## config.mk

```make
export PLATFORM = sky130hd
export DESIGN_NAME = sort_ctrl_oet
export DESIGN_NICKNAME = d
export VERILOG_FILES = /design/src/rtl/sort_ctrl_oet.sv
export SDC_FILE = /design/constraint.sdc
export NUM_CORES = 1
export LEC_CHECK = 0
export ABC_AREA = 1
export CORE_ASPECT_RATIO = 0.8
export CORE_MARGIN = 2
export CORE_UTILIZATION = 57
export CTS_CLUSTER_DIAMETER = 200
export DETAILED_ROUTE_END_ITERATION = 7
export HOLD_SLACK_MARGIN = 0.02
export PLACE_DENSITY = 0.87
export SLEW_MARGIN = 5
export SYNTH_ARGS = -nofsm -noshare
export SYNTH_HDL_FRONTEND = slang
export SYNTH_SLANG_ARGS = --single-unit
```

## constraint.sdc

```tcl
create_clock -name i_clk -period 2.7 [get_ports i_clk]
set_clock_uncertainty 0.2 [all_clocks]
set_input_delay 0.54 -clock i_clk [delete_from_list [all_inputs] [get_ports i_clk]]
set_output_delay 0.54 -clock i_clk [all_outputs]
set_load 0.01 [all_outputs]
```

## src/rtl/sort_ctrl_oet.sv

```systemverilog
// sort_ctrl_oet: sequencing controller for an odd-even transposition sorter.
// A frame of NUM_DATA words is loaded over a valid/ready stream. Compare-exchange
// phases then run over an internal buffer, one phase per clock. The sorted frame
// is streamed out with o_last marking the final word.
// Optional build macro: SORT_EARLY_EXIT_EN. When it is defined, SORT stops once
// two consecutive phases (index >= 1) perform no exchange. Output data is the same
// in both builds.

// compare_block: compare-exchange cell. Mode 0 routes min to o_less_data;
// mode 1 routes max to o_less_data, so the "lo" slot receives the larger word.
module compare_block #(
  parameter int SIZE_DATA = 8
) (
  input  logic [SIZE_DATA-1:0] i_data_a,
  input  logic [SIZE_DATA-1:0] i_data_b,
  input  logic                 i_mode,
  output logic [SIZE_DATA-1:0] o_less_data,
  output logic [SIZE_DATA-1:0] o_greater_data
);

  logic a_gt_b_s;

  // Strict unsigned compare; equal words pass straight through.
  always_comb begin
    a_gt_b_s = (i_data_a > i_data_b);
    if (a_gt_b_s ^ i_mode) begin
      o_less_data    = i_data_b;
      o_greater_data = i_data_a;
    end else begin
      o_less_data    = i_data_a;
      o_greater_data = i_data_b;
    end
  end

endmodule

module sort_ctrl_oet #(
  parameter int SIZE_DATA = 8,
  parameter int NUM_DATA  = 8
) (
  input  logic                 i_clk,
  input  logic                 i_rst,
  input  logic                 i_mode,
  input  logic                 i_valid,
  input  logic [SIZE_DATA-1:0] i_data,
  output logic                 o_ready,
  output logic                 o_valid,
  output logic [SIZE_DATA-1:0] o_data,
  input  logic                 i_ready,
  output logic                 o_last,
  output logic                 o_busy
);

  localparam int CW = (NUM_DATA > 2) ? $clog2(NUM_DATA) : 1;
  localparam int NP = NUM_DATA / 2;
  localparam logic [CW-1:0] LAST_IDX = CW'(NUM_DATA - 1);
  localparam logic [CW-1:0] CNT_ONE  = CW'(1);
  localparam logic [CW-1:0] CNT_ZERO = CW'(0);

  typedef enum logic [1:0] {
    ST_LOAD  = 2'd0,
    ST_SORT  = 2'd1,
    ST_DRAIN = 2'd2
  } state_t;

  state_t               state_r;
  state_t               state_next_s;
  logic [CW-1:0]        wr_cnt_r;
  logic [CW-1:0]        rd_cnt_r;
  logic [CW-1:0]        phase_cnt_r;
  logic                 mode_r;
  logic [SIZE_DATA-1:0] data_buf_r [NUM_DATA];

  logic                 accept_s;
  logic                 emit_s;
  logic                 odd_phase_s;
  logic                 sort_done_s;
  logic [SIZE_DATA-1:0] cmp_a_s       [NP];
  logic [SIZE_DATA-1:0] cmp_b_s       [NP];
  logic [SIZE_DATA-1:0] cmp_less_s    [NP];
  logic [SIZE_DATA-1:0] cmp_greater_s [NP];

  assign accept_s    = (state_r == ST_LOAD) && i_valid;
  assign emit_s      = (state_r == ST_DRAIN) && i_ready;
  assign odd_phase_s = phase_cnt_r[0];

  // Compare cells. In odd phases the top cell has no pair and its result is ignored.
  for (genvar k = 0; k < NP; k++) begin : g_cell
    if (k == NP - 1) begin : g_edge
      assign cmp_a_s[k] = data_buf_r[2*k];
      assign cmp_b_s[k] = data_buf_r[2*k+1];
    end else begin : g_inner
      assign cmp_a_s[k] = odd_phase_s ? data_buf_r[2*k+1] : data_buf_r[2*k];
      assign cmp_b_s[k] = odd_phase_s ? data_buf_r[2*k+2] : data_buf_r[2*k+1];
    end
    compare_block #(.SIZE_DATA(SIZE_DATA)) u_cmp (
      .i_data_a       (cmp_a_s[k]),
      .i_data_b       (cmp_b_s[k]),
      .i_mode         (mode_r),
      .o_less_data    (cmp_less_s[k]),
      .o_greater_data (cmp_greater_s[k])
    );
  end

`ifdef SORT_EARLY_EXIT_EN
  logic swap_any_s;
  logic prev_swap_r;

  // Detect whether any active pair exchanged in the current phase.
  always_comb begin
    swap_any_s = 1'b0;
    for (int k = 0; k < NP; k++) begin
      swap_any_s = swap_any_s |
                   ((cmp_less_s[k] != cmp_a_s[k]) && ((k < NP - 1) || !odd_phase_s));
    end
  end

  // Remember the previous phase's exchange flag.
  always_ff @(posedge i_clk or posedge i_rst) begin
    if (i_rst) begin
      prev_swap_r <= 1'b0;
    end else if (state_r == ST_SORT) begin
      prev_swap_r <= swap_any_s;
    end
  end

  assign sort_done_s = (phase_cnt_r == LAST_IDX) ||
                       ((phase_cnt_r != CNT_ZERO) && !swap_any_s && !prev_swap_r);
`else
  assign sort_done_s = (phase_cnt_r == LAST_IDX);
`endif

  // State register.
  always_ff @(posedge i_clk or posedge i_rst) begin
    if (i_rst) begin
      state_r <= ST_LOAD;
    end else begin
      state_r <= state_next_s;
    end
  end

  // Next-state logic: LOAD -> SORT -> DRAIN -> LOAD.
  always_comb begin
    state_next_s = state_r;
    case (state_r)
      ST_LOAD: begin
        if (accept_s && (wr_cnt_r == LAST_IDX)) begin
          state_next_s = ST_SORT;
        end else begin
          state_next_s = ST_LOAD;
        end
      end
      ST_SORT: begin
        if (sort_done_s) begin
          state_next_s = ST_DRAIN;
        end else begin
          state_next_s = ST_SORT;
        end
      end
      ST_DRAIN: begin
        if (emit_s && (rd_cnt_r == LAST_IDX)) begin
          state_next_s = ST_LOAD;
        end else begin
          state_next_s = ST_DRAIN;
        end
      end
      default: state_next_s = ST_LOAD;
    endcase
  end

  // Write, phase and read counters plus the per-frame mode latch.
  always_ff @(posedge i_clk or posedge i_rst) begin
    if (i_rst) begin
      wr_cnt_r    <= CNT_ZERO;
      rd_cnt_r    <= CNT_ZERO;
      phase_cnt_r <= CNT_ZERO;
      mode_r      <= 1'b0;
    end else begin
      if (accept_s) begin
        wr_cnt_r <= (wr_cnt_r == LAST_IDX) ? CNT_ZERO : (wr_cnt_r + CNT_ONE);
        if (wr_cnt_r == CNT_ZERO) begin
          mode_r <= i_mode;
        end
      end
      if (state_r == ST_SORT) begin
        phase_cnt_r <= sort_done_s ? CNT_ZERO : (phase_cnt_r + CNT_ONE);
      end
      if (emit_s) begin
        rd_cnt_r <= (rd_cnt_r == LAST_IDX) ? CNT_ZERO : (rd_cnt_r + CNT_ONE);
      end
    end
  end

  // Frame buffer: loaded word by word, then rewritten by the compare cells.
  always_ff @(posedge i_clk or posedge i_rst) begin
    if (i_rst) begin
      for (int i = 0; i < NUM_DATA; i++) begin
        data_buf_r[i] <= '0;
      end
    end else if (accept_s) begin
      data_buf_r[wr_cnt_r] <= i_data;
    end else if (state_r == ST_SORT) begin
      if (!odd_phase_s) begin
        for (int k = 0; k < NP; k++) begin
          data_buf_r[2*k]   <= cmp_less_s[k];
          data_buf_r[2*k+1] <= cmp_greater_s[k];
        end
      end else begin
        for (int k = 0; k < NP - 1; k++) begin
          data_buf_r[2*k+1] <= cmp_less_s[k];
          data_buf_r[2*k+2] <= cmp_greater_s[k];
        end
      end
    end
  end

  // Output decode. Only registered state is used, so there is no input-to-output path.
  always_comb begin
    o_ready = (state_r == ST_LOAD);
    o_valid = (state_r == ST_DRAIN);
    o_busy  = (state_r == ST_SORT) || (state_r == ST_DRAIN);
    if (state_r == ST_DRAIN) begin
      o_data = data_buf_r[rd_cnt_r];
      o_last = (rd_cnt_r == LAST_IDX);
    end else begin
      o_data = '0;
      o_last = 1'b0;
    end
  end

endmodule
```

==> results.md <==
- The maximum buffer depth of the clock tree is 2.
- The violation count after the first detailed-route iteration is 1545.
- The register bit total from synthesis is 76.
- For the worst-skew pair, the clock arrives at the later sink with an insertion delay of 360 ps.
- Row generation in the floorplan step produced 36 rows.
- The area added between synthesis and finish is 27.9%.
- In this run the mean area of a mapped cell was 6.25 µm².
- The number of global-route vias before repair came to 7653.
- Adding up every negative setup slack in the final design gives -1790 ps.
- The max-slew violation count came to 0.
- The buffering stage count on the worst path with inverters included is 7.
- In this run the remaining antenna-violating nets after routing total 0.
- The critical path goes through buf_4 -> clkbuf_16 -> nand2_1 -> o21ai_4 -> buf_6 -> inv_1 -> ha_1 -> nand2_1 -> inv_1 -> nand2_1 -> nand2_1 -> nand2_1 -> nand2_2 -> nand2_2 -> nand2_1 -> buf_4 -> nand3_1 -> nand3_1 -> nand3_1 -> nand2_1 -> inv_1.
- The number of nets handed over by synthesis was 1181.
- The final critical path takes up 105% of the cycle.
- Sequential elements use 27.0% of the synthesized area.
- The worst setup path is launched from a flop.
- In this run, distinct cell masters in the synthesized netlist total 32.
- The number of antenna diodes in the final layout is 0.
- The clock tree from TritonCTS is done.
- The most common cell after layout, fill and taps aside is sky130_fd_sc_hd__nand2_1.
- The core region is 12100 µm².
- The CTS root buffer is sky130_fd_sc_hd__clkbuf_16.
- In this run the tool buffered the top-level ports with 24 buffer cells.
- The maximum fanout count along the critical path is 8.
- The clock slew at the register clock pins of the worst setup and hold paths is 60 ps.
- The checks that failed: DRC, setup timing.
- The xor-xnor portion of the synthesized cell area is 0%.
- The hold violation total from the final report is 0.
- The worst pin sits at a relative slew slack of 61.2%.
- The number of antenna violations at the first check in global routing is 0.
- Entering global routing, the biggest net connects 58 pins.
- The via density per instance is 6.23.
- Broken down by cell family, the worst path's largest delay share belongs to simple AND/OR/NAND/NOR gates.
- Of the total synthesized cell area, the portion taken by full adders, half adders and majority gates is 7.65%.
- The number of sinks handled by clock tree synthesis is 76.
- The total track usage is 40.0%.
- The slowest library cell on the worst path is sky130_fd_sc_hd__dfrtp_2.
- Setup violations remaining at the end of the flow were counted as 40.
- In the synthesized netlist the dominant register cell turns out to be sky130_fd_sc_hd__dfrtp_1.
- Summing the areas of all compound-gate instances in the mapped netlist gives 18.1% of the synthesized area.
- The dominant cell type by count on the critical path is sky130_fd_sc_hd__nand2_1.
- Summed over all layers, the global routing overflow is 0.
- In the synthesized netlist the async set-or-reset flop fraction comes to 100%.
- The number of warning messages in the yosys log is 0.
- The actual transition at the worst max-transition pin is 581 ps.
- The final layout contains 1297 nets.
- The routability congestion estimate from global placement is 1.03.
- Dividing the detail-routed wire length by the instance count gives 19.4 µm.
- Setup repair after global routing could not meet its margin everywhere.
- The number of levels in the clock H-tree is 3.
- After the flow finishes, the layout carries non-filler instances totaling 1398.
- The largest single stage delay on the critical path is 410 ps.
- The endpoint type of the worst setup path is a flop.
- The area share of the largest cell type after synthesis is 27.0%.
- During I/O placement, the number of pins put on the boundary was 25.
- Once routing completed, OpenROAD measured the worst setup slack at -136 ps.
- In the final layout, the share of cells above drive strength 1 is 18.1%.
- The cell count after synthesis is 1125.
- The share of the core filled with cells is 74.3%.
- For this run, design rule violations remaining after detail routing come to 3.
- The initial cell density of the core is 58.1%.
- The final route contains 8707 vias.
- The count of hold-fix buffers inserted at cts is 0.
- Ranked by total cell area, the synthesized netlist is headed by sky130_fd_sc_hd__dfrtp_1 27%, sky130_fd_sc_hd__nand3_1 16%, sky130_fd_sc_hd__nand2_1 12%.
- The first detailed-routing pass took 8 iterations.
- The number of enable-type register cells in the synthesized netlist is 0.
- The time the final worst path needs with I/O delays and setup is 2840 ps.
- The top cell types in the final layout, fill and taps aside, are 220 x sky130_fd_sc_hd__nand2_1, 209 x sky130_fd_sc_hd__nand3_1, 171 x sky130_fd_sc_hd__inv_1.
- The maximum operating frequency is 353 MHz.
- Of the post-synthesis cell area, the part taken by muxes is 0%.
- The height of the die is 103 µm.
- The critical path required time is 2750 ps.
- The wire length of the first global-routing pass is 40.2 mm.
- In this run the worst hold path is classified as in2async.
- The cell accounting for the most synthesized area is sky130_fd_sc_hd__dfrtp_1.
- The main combinational cell family by area after synthesis is simple AND/OR/NAND/NOR gates.
- The die covers 13300 µm².
- The number of placed instances, taps included, is 1376.
- The synthesized netlist devotes 34.2% of its cell area to simple gates.
- The total standard cell area after synthesis is 7040 µm².
- The detailed placement HPWL is 19.4 mm.
- The horizontal extent of the die is 128 µm.
- STA puts the critical path data arrival time at 2890 ps.
- The number of buffers added by the clock tree synthesis step is 9.
- The number of violations of the max-capacitance limit is 0.
- The worst setup path is of the reg2reg kind.
- The run finished, with violations left.
- The sum of routed wire length over all layers is 27.1 mm.
worst paths after layout:
| path | depth (start not counted) | slack, ps | endpoint | from |
|---|---|---|---|---|
| worst max-delay path | 21 | -140 | data_buf_r[45] | phase_cnt_r[0] |
| worst min-delay path | 2 | 270 | data_buf_r[23] | i_rst |
| worst max register to register | 21 | -140 | data_buf_r[45] | phase_cnt_r[0] |
| worst min register to register | 2 | 280 | phase_cnt_r[2] | phase_cnt_r[2] |
| max in group asynchronous | 3 | 1360 | cmp_b_s[3] | i_rst |
| min in group i_clk | 2 | 280 | phase_cnt_r[2] | phase_cnt_r[2] |
through the flow:
step,worst slack [ps],hold WS [ps],instance area (µm²)
after floorplan,2.86,246,7040
after global placement,-46.0,260,8310
after detailed placement,-79.3,270,8310
after CTS,-35.6,285,8710
after global routing,-269,319,9000
final,-136,272,9000
worst register-to-register path, stage by stage (launching register included):
cell and delay (ps):
sky130_fd_sc_hd__dfrtp_2 410, sky130_fd_sc_hd__buf_4 170, sky130_fd_sc_hd__clkbuf_16 170, sky130_fd_sc_hd__nand2_1 90
sky130_fd_sc_hd__o21ai_4 80, sky130_fd_sc_hd__buf_6 130, sky130_fd_sc_hd__inv_1 40, sky130_fd_sc_hd__ha_1 260
sky130_fd_sc_hd__nand2_1 70, sky130_fd_sc_hd__inv_1 70, sky130_fd_sc_hd__nand2_1 60, sky130_fd_sc_hd__nand2_1 50
sky130_fd_sc_hd__nand2_1 50, sky130_fd_sc_hd__nand2_2 90, sky130_fd_sc_hd__nand2_2 80, sky130_fd_sc_hd__nand2_1 100
sky130_fd_sc_hd__buf_4 130, sky130_fd_sc_hd__nand3_1 130, sky130_fd_sc_hd__nand3_1 150, sky130_fd_sc_hd__nand3_1 90
sky130_fd_sc_hd__nand2_1 70, sky130_fd_sc_hd__inv_1 40
cells by family (layout without fill, tap and decap cells):
logic type | count (synthesis) | after routing
DFF | 76 | 76
AOI/OAI and AO/OA | 231 | 231
adders and majority gates | 43 | 43
buffers and inverters | 231 | 352
and+or+nand+nor | 544 | 544
state kept, by name, indices dropped and copies added, names as in the netlist:
signal	count
state_r	2
phase_cnt_r	3
data_buf_r	48
wr_cnt_r	3
mode_r	1
cmp_a_s	8
cmp_b_s	8
rd_cnt_r	3
cells in the mapped netlist (3+ instances only):
library cell	count
sky130_fd_sc_hd__ha_1	43
sky130_fd_sc_hd__clkinv_1	3
sky130_fd_sc_hd__clkbuf_1	23
sky130_fd_sc_hd__nand2_1	232
sky130_fd_sc_hd__nand3_1	231
sky130_fd_sc_hd__o21ai_0	133
sky130_fd_sc_hd__a21oi_1	46
sky130_fd_sc_hd__a21o_1	3
sky130_fd_sc_hd__nor3_4	3
sky130_fd_sc_hd__inv_1	172
sky130_fd_sc_hd__nor2_1	69
sky130_fd_sc_hd__a31oi_1	26
sky130_fd_sc_hd__a22oi_1	15
sky130_fd_sc_hd__buf_1	3
sky130_fd_sc_hd__dfrtp_1	76
sky130_fd_sc_hd__nand4_1	4
sky130_fd_sc_hd__inv_2	4
sky130_fd_sc_hd__buf_2	22
routing by layer:
layer / routed length, µm / up-vias / global-route usage (%)
met5: 0 / - / 0
met4: 1130 / 0 / 14.5
met3: 4170 / 111 / 13.4
met2: 11300 / 703 / 58.5
met1: 10500 / 3911 / 55.3
li1: - / 3982 / -
cell type report:
type	instances	area, µm²
Inverter	180	681
Clock inverter	3	90.1
Timing Repair Buffer	156	1400
Sequential cell	76	1900
Fill cell	950	3110
Clock buffer	13	280
Tap cell	152	190
Multi-Input combinational cell	818	4460
timing repair:
item	CTS	global route
hold endpoints to repair	0	0
cloned	0	3
gates resized for setup	47	80
pin swaps	0	5
endpoints found under the setup margin	59	65
buffers inserted	0	3
Power is left out: the tool's default activity adds up to more than one toggle a clock period on the data nets, which glitch-free logic cannot reach.
